===== src/rtl/perf_monitor_if.sv =====
// Bus between the core-side controller and the performance monitor:
// window control, retire/event strobes, counter readout and status.
interface perf_monitor_if #(
  parameter int CNT_W   = 32,
  parameter int NUM_EVT = 4
);
  localparam int SEL_W = $clog2(NUM_EVT + 2);

  logic               start;
  logic               stop;
  logic [CNT_W-1:0]   instr_target;
  logic               retire_valid;
  logic [NUM_EVT-1:0] evt;
  logic [SEL_W-1:0]   rd_sel;
  logic [CNT_W-1:0]   rd_data;
  logic               running;
  logic               done;
  logic               timeout;
  logic               overflow;

  modport master (
    output start, stop, instr_target, retire_valid, evt, rd_sel,
    input  rd_data, running, done, timeout, overflow
  );

  modport slave (
    input  start, stop, instr_target, retire_valid, evt, rd_sel,
    output rd_data, running, done, timeout, overflow
  );
endinterface


===== src/rtl/perf_monitor.sv =====
// Performance monitor: saturating cycle/retire/event counters over one
// measurement window, ended by stop, an instruction target or a watchdog.
module perf_monitor #(
  parameter int CNT_W       = 32,
  parameter int NUM_EVT     = 4,
  parameter int TIMEOUT_CYC = 2000
) (
  input  logic         clk,
  input  logic         reset,
  perf_monitor_if.slave bus
);
  localparam int NUM_CNT = NUM_EVT + 2;
  localparam int SEL_W   = $clog2(NUM_CNT);
  localparam int CMP_W   = ((CNT_W > 32) ? CNT_W : 32) + 1;
  localparam logic [CNT_W-1:0] CNT_MAX = '1;

  typedef enum logic [1:0] {IDLE, RUN, DONE, TMO} state_t;

  state_t             state_q, state_d;
  logic [CNT_W-1:0]   cnt_q   [NUM_CNT];
  logic [CNT_W-1:0]   cnt_d   [NUM_CNT];
  logic [CNT_W-1:0]   cnt_inc [NUM_CNT];
  logic               overflow_q, overflow_d;
  logic [CNT_W-1:0]   rd_data_q, rd_data_d;
  logic [NUM_CNT-1:0] inc_req;
  logic               sat_hit;
  logic               target_hit;
  logic               tmo_hit;

  // Counter 0 = cycles, 1 = retired, 2+k = event k; saturate at all-ones.
  always_comb begin
    inc_req = {bus.evt, bus.retire_valid, 1'b1};
    sat_hit = 1'b0;
    for (int i = 0; i < NUM_CNT; i++) begin
      cnt_inc[i] = cnt_q[i];
      if (inc_req[i]) begin
        if (cnt_q[i] == CNT_MAX) sat_hit = 1'b1;
        else                     cnt_inc[i] = cnt_q[i] + CNT_W'(1);
      end
    end
    target_hit = (bus.instr_target != '0) && (cnt_inc[1] >= bus.instr_target);
    tmo_hit    = (TIMEOUT_CYC != 0) &&
                 (CMP_W'(cnt_inc[0]) >= CMP_W'($unsigned(TIMEOUT_CYC)));
  end

  always_comb begin
    state_d    = state_q;
    overflow_d = overflow_q;
    for (int i = 0; i < NUM_CNT; i++) cnt_d[i] = cnt_q[i];

    if (bus.start) begin
      state_d    = RUN;
      overflow_d = 1'b0;
      for (int i = 0; i < NUM_CNT; i++) cnt_d[i] = '0;
    end else if (state_q == RUN) begin
      // Terminating edge keeps its increments; stop beats target beats watchdog.
      for (int i = 0; i < NUM_CNT; i++) cnt_d[i] = cnt_inc[i];
      overflow_d = overflow_q | sat_hit;
      if (bus.stop)      state_d = DONE;
      else if (target_hit) state_d = DONE;
      else if (tmo_hit)    state_d = TMO;
    end
  end

  always_comb begin
    rd_data_d = '0;
    for (int i = 0; i < NUM_CNT; i++) begin
      if (bus.rd_sel == SEL_W'(i)) rd_data_d = cnt_q[i];
    end
  end

  always_ff @(posedge clk) begin
    if (reset) begin
      state_q    <= IDLE;
      overflow_q <= 1'b0;
      rd_data_q  <= '0;
      for (int i = 0; i < NUM_CNT; i++) cnt_q[i] <= '0;
    end else begin
      state_q    <= state_d;
      overflow_q <= overflow_d;
      rd_data_q  <= rd_data_d;
      for (int i = 0; i < NUM_CNT; i++) cnt_q[i] <= cnt_d[i];
    end
  end

  assign bus.running  = (state_q == RUN);
  assign bus.done     = (state_q == DONE);
  assign bus.timeout  = (state_q == TMO);
  assign bus.overflow = overflow_q;
  assign bus.rd_data  = rd_data_q;
endmodule


===== src/flat_wrapper.sv =====
// flat-port wrapper written by rule: the top's interface ports become plain ports
module perf_monitor_flat 
#(
  parameter int CNT_W       = 32,
  parameter int NUM_EVT     = 4,
  parameter int TIMEOUT_CYC = 2000
)
  (clk, reset, bus_start, bus_stop, bus_instr_target, bus_retire_valid, bus_evt, bus_rd_sel, bus_rd_data, bus_running, bus_done, bus_timeout, bus_overflow);
  perf_monitor_if #(.CNT_W(CNT_W), .NUM_EVT(NUM_EVT)) bus_i ();
  input  logic clk;
  input  logic reset;
  input wire logic [$bits(bus_i.start)-1:0] bus_start;
  input wire logic [$bits(bus_i.stop)-1:0] bus_stop;
  input wire logic [$bits(bus_i.instr_target)-1:0] bus_instr_target;
  input wire logic [$bits(bus_i.retire_valid)-1:0] bus_retire_valid;
  input wire logic [$bits(bus_i.evt)-1:0] bus_evt;
  input wire logic [$bits(bus_i.rd_sel)-1:0] bus_rd_sel;
  output wire logic [$bits(bus_i.rd_data)-1:0] bus_rd_data;
  output wire logic [$bits(bus_i.running)-1:0] bus_running;
  output wire logic [$bits(bus_i.done)-1:0] bus_done;
  output wire logic [$bits(bus_i.timeout)-1:0] bus_timeout;
  output wire logic [$bits(bus_i.overflow)-1:0] bus_overflow;
  assign bus_i.start = bus_start;
  assign bus_i.stop = bus_stop;
  assign bus_i.instr_target = bus_instr_target;
  assign bus_i.retire_valid = bus_retire_valid;
  assign bus_i.evt = bus_evt;
  assign bus_i.rd_sel = bus_rd_sel;
  assign bus_rd_data = bus_i.rd_data;
  assign bus_running = bus_i.running;
  assign bus_done = bus_i.done;
  assign bus_timeout = bus_i.timeout;
  assign bus_overflow = bus_i.overflow;
  perf_monitor #(.CNT_W(CNT_W), .NUM_EVT(NUM_EVT), .TIMEOUT_CYC(TIMEOUT_CYC)) u_core (.clk(clk), .reset(reset), .bus(bus_i));
endmodule

===== config.mk =====
export PLATFORM = sky130hd
export DESIGN_NAME = perf_monitor_flat
export DESIGN_NICKNAME = d
export VERILOG_FILES = /design/src/rtl/perf_monitor_if.sv /design/src/rtl/perf_monitor.sv /design/src/flat_wrapper.sv
export SDC_FILE = /design/constraint.sdc
export NUM_CORES = 1
export LEC_CHECK = 0
export ABC_AREA = 1
export CAP_MARGIN = 20
export CORE_MARGIN = 2
export CORE_UTILIZATION = 45
export DETAILED_ROUTE_END_ITERATION = 8
export GPL_TIMING_DRIVEN = 0
export PLACE_DENSITY_LB_ADDON = 0.3
export SLEW_MARGIN = 10
export SYNTH_ARGS = -nofsm -noshare
export SYNTH_HDL_FRONTEND = slang
export SYNTH_SLANG_ARGS = --single-unit

===== constraint.sdc =====
create_clock -name clk -period 3.21 [get_ports clk]
set_clock_uncertainty 0.2 [all_clocks]
set_input_delay 0.963 -clock clk [delete_from_list [all_inputs] [get_ports clk]]
set_output_delay 0.963 -clock clk [all_outputs]
set_load 0.01 [all_outputs]

==> summary.txt <==
Timing
  – Post-layout min period: 3.527 ns
  – Final max-slew violation count: 0
  – RSZ-0062 raised after global routing: true
  – Worst Max-Slew Pin Slew: 1.140 ns
  – Maximum clock frequency: 283.5 MHz
  – Final Hold Violating Endpoints: 0
  – Rel. slew slack: 0.2399
  – Worst hold slack: 0.2450 ns
  – Final worst slack: -0.3169 ns
  – Final setup violation count: 2
  – Final Cycle Share: 1.099

Logic synthesis
  – Cell count after synthesis: 2307
  – Post-synthesis net count: 2389
  – Synth cell types: 45
  – Flops & latches, synth: 227
  – Post-Syn Area per Cell: 6.342 sq um
  – Ys Warns: 0
  – Cell Area, Synth: 14630 sq um
  – Post-synthesis sequential area ratio: 0.3106

Routing
  – DRT iter0 DRCs: 1704
  – Drt pass-1 iters: 8
  – Drt wl/cell: 19.70 microns
  – Routed via count: 16230
  – Antenna viol nets, final: 0
  – Vias per cell: 5.617
  – DRC viols: 0
  – Final WL: 56.92 mm

Floorplan
  – Die width: 184.3 microns
  – Initial Utilization: 0.4531
  – Ports: 80
  – Placement Rows: 66
  – Die H: 184.3 microns
  – Die area: 33970 sq um
  – Core ar.: 32290 sq um

Layout
  – Nets: 2509
  – Area delta synth->final: 19.58%
  – ANT cells: 0
  – Filler instances: 3311
  – Fraction of layout cells with a size suffix above 1: 0.08374
  – Most frequent cells in the layout: nand2_1 (536), inv_1 (315), a21oi_1 (228)
  – Commonest non-fill, non-tap cell in the layout: nand2_1
  – Multi-input gate area: 8949 sq um
  – Register area: 4569 sq um

Worst setup path
  – CP Capture Type: register
  – CP max FO: 5
  – Critical path's slowest cell: dfxtp_4
  – Worst setup SP type: register
  – Worst EP required: 3.42 ns
  – CP peak stage delay: 0.37 ns
  – CP arrival: 3.73 ns
  – CP top delay family: simple AND/OR/NAND/NOR gates
  – Most frequent CP cell: nand2_1
  – Critical path type: reg2reg
  – WP buf/inv: 3

Placed design
  – Pre-CTS WS: -0.7714 ns
  – Detail Placement HPWL: 45.74 mm
  – Buffers added on ports: 77
  – Final Wtd Congestion: 1.027

Hold path
  – Worst Hold Class: reg2reg

Clock network
  – Clock buffers created by TritonCTS: 27
  – Post-CTS Hold Buffers: 0
  – CTS max path bufs: 3
  – Later-pin clock latency in the skew report: 0.55 ns
  – Root Driver: clkbuf_16
  – CTS sink count: 227
  – H-Tree Depth: 1
  – Clock slew at reported path FFs: 0.06 ns
  – TritonCTS clock tree: done

Power and ir drop
  – Leak pwr: 6.250 nW
  – Power Dens Cells: 390.3 nW/um^2
  – Max rail drop VDD: 0.3977 mV
  – Total Power: 6.828 mW

Global route
  – Pin count of the biggest net entering global routing: 19
  – GR Util All Layers: 0.3317
  – Initial antenna violation count: 0
  – Remaining global-route overflow: 0
  – Number of global-route vias before repair: 14700
  – First-pass GRT wire length: 85.70 mm

Status
  – Outcome: finished, violations left
  – Violated checks: setup timing

Flow run
  – Max_cap viols: 0
[cells in the mapped netlist, drive strengths merged]
cell / count / area share
a211oi: 15 / 0.0077
o21bai: 1 / 0.00051
a41oi: 6 / 0.0036
o211ai: 13 / 0.0067
nand2: 554 / 0.14
o22ai: 38 / 0.016
inv: 330 / 0.085
clkbuf: 51 / 0.013
nand3: 110 / 0.039
a21oi: 234 / 0.080
ha: 38 / 0.032
o221ai: 1 / 0.00060
and3b: 1 / 0.00060
a31oi: 5 / 0.0021
nor3b: 11 / 0.0060
buf: 24 / 0.0092
nand4: 44 / 0.019
nand3b: 2 / 0.0010
nor3: 108 / 0.039
nor2: 228 / 0.062
and3: 1 / 0.00043
o21ai: 121 / 0.041
xnor2: 8 / 0.0048
o21a: 5 / 0.0026
or2: 1 / 0.00043
xor2: 89 / 0.053
dfxtp: 227 / 0.31
o31ai: 2 / 0.0010
nor4: 39 / 0.018
[layer usage]
metal	global-route usage	routed length [microns]	up-vias
li1	-	-	7830
met1	0.5011	26530	7580
met2	0.4808	23430	722
met3	0.04920	5188	100
met4	0.09920	1776	0
met5	0	0	-
[tightest hold or removal path, stage by stage, from the launching register on]
cell and delay, ns:
dfxtp_1 0.30, inv_1 0.04, a21oi_1 0.05
[worst paths after layout]
check	slack, ns	startpoint	to	cells after the start
max	-0.32	u_core.cnt_q[1][1]	u_core.state_q[1]	27
min	0.25	u_core.bus.overflow	u_core.bus.overflow	2
max reg2reg	-0.32	u_core.cnt_q[1][1]	u_core.state_q[1]	27
min reg2reg	0.25	u_core.bus.overflow	u_core.bus.overflow	2
[power by group]
group          internal, mW  switching (mW)  leakage [nW]
sequential             2.85          0.0495          1.84
clock                  2.03            1.27         0.462
combinational         0.204           0.424          3.95
total                  5.09            1.74          6.25
[through the flow]
step | cells | utilization | TNS, ns | area, sq um
2_1_floorplan | 2307 | - | 0 | 14640
3_3_place_gp | 2826 | 0.4945 | -24.44 | 15970
3_5_place_dp | 2827 | 0.4950 | -19.60 | 15980
4_1_cts | 2884 | 0.5321 | -0.5979 | 17180
5_1_grt | 2890 | 0.5419 | -0.9449 | 17500
6_report | 2890 | 0.5419 | -0.5463 | 17500
[flip-flops by register name (all words and copies together) (netlist names)]
register,count
u_core.bus.overflow,1
u_core.bus.rd_data,32
u_core.cnt_q,192
u_core.state_q,2
[kinds of logic (layout without fill, tap and decap cells)]
group / count (synthesis) / in the layout / synth area share
AOI/OAI and AO/OA: 441 / 441 / 0.1627
xor gates and xnor gates: 97 / 97 / 0.05807
adders and majority gates: 38 / 38 / 0.03250
buffers and inverters: 405 / 546 / 0.1070
DFF: 227 / 227 / 0.3106
and+or+nand+nor: 1099 / 1099 / 0.3291
[cell type report]
class,count,share of cell area
Inverter,330,0.07094
Clock inverter,11,0.009512
Tap cell,442,0.03161
Multi-Input combinational cell,1675,0.5115
Buffer,74,0.01874
Sequential cell,227,0.2612
Timing Repair Buffer,92,0.05135
Clock buffer,39,0.04520
[repair_timing]
action / CTS / global route
endpoints found under the setup margin: 3 / 5
pin swaps: 22 / 23
resized for setup: 44 / 65
buffers inserted: 8 / 6
Note: power is estimated with default switching activity, not from simulation.
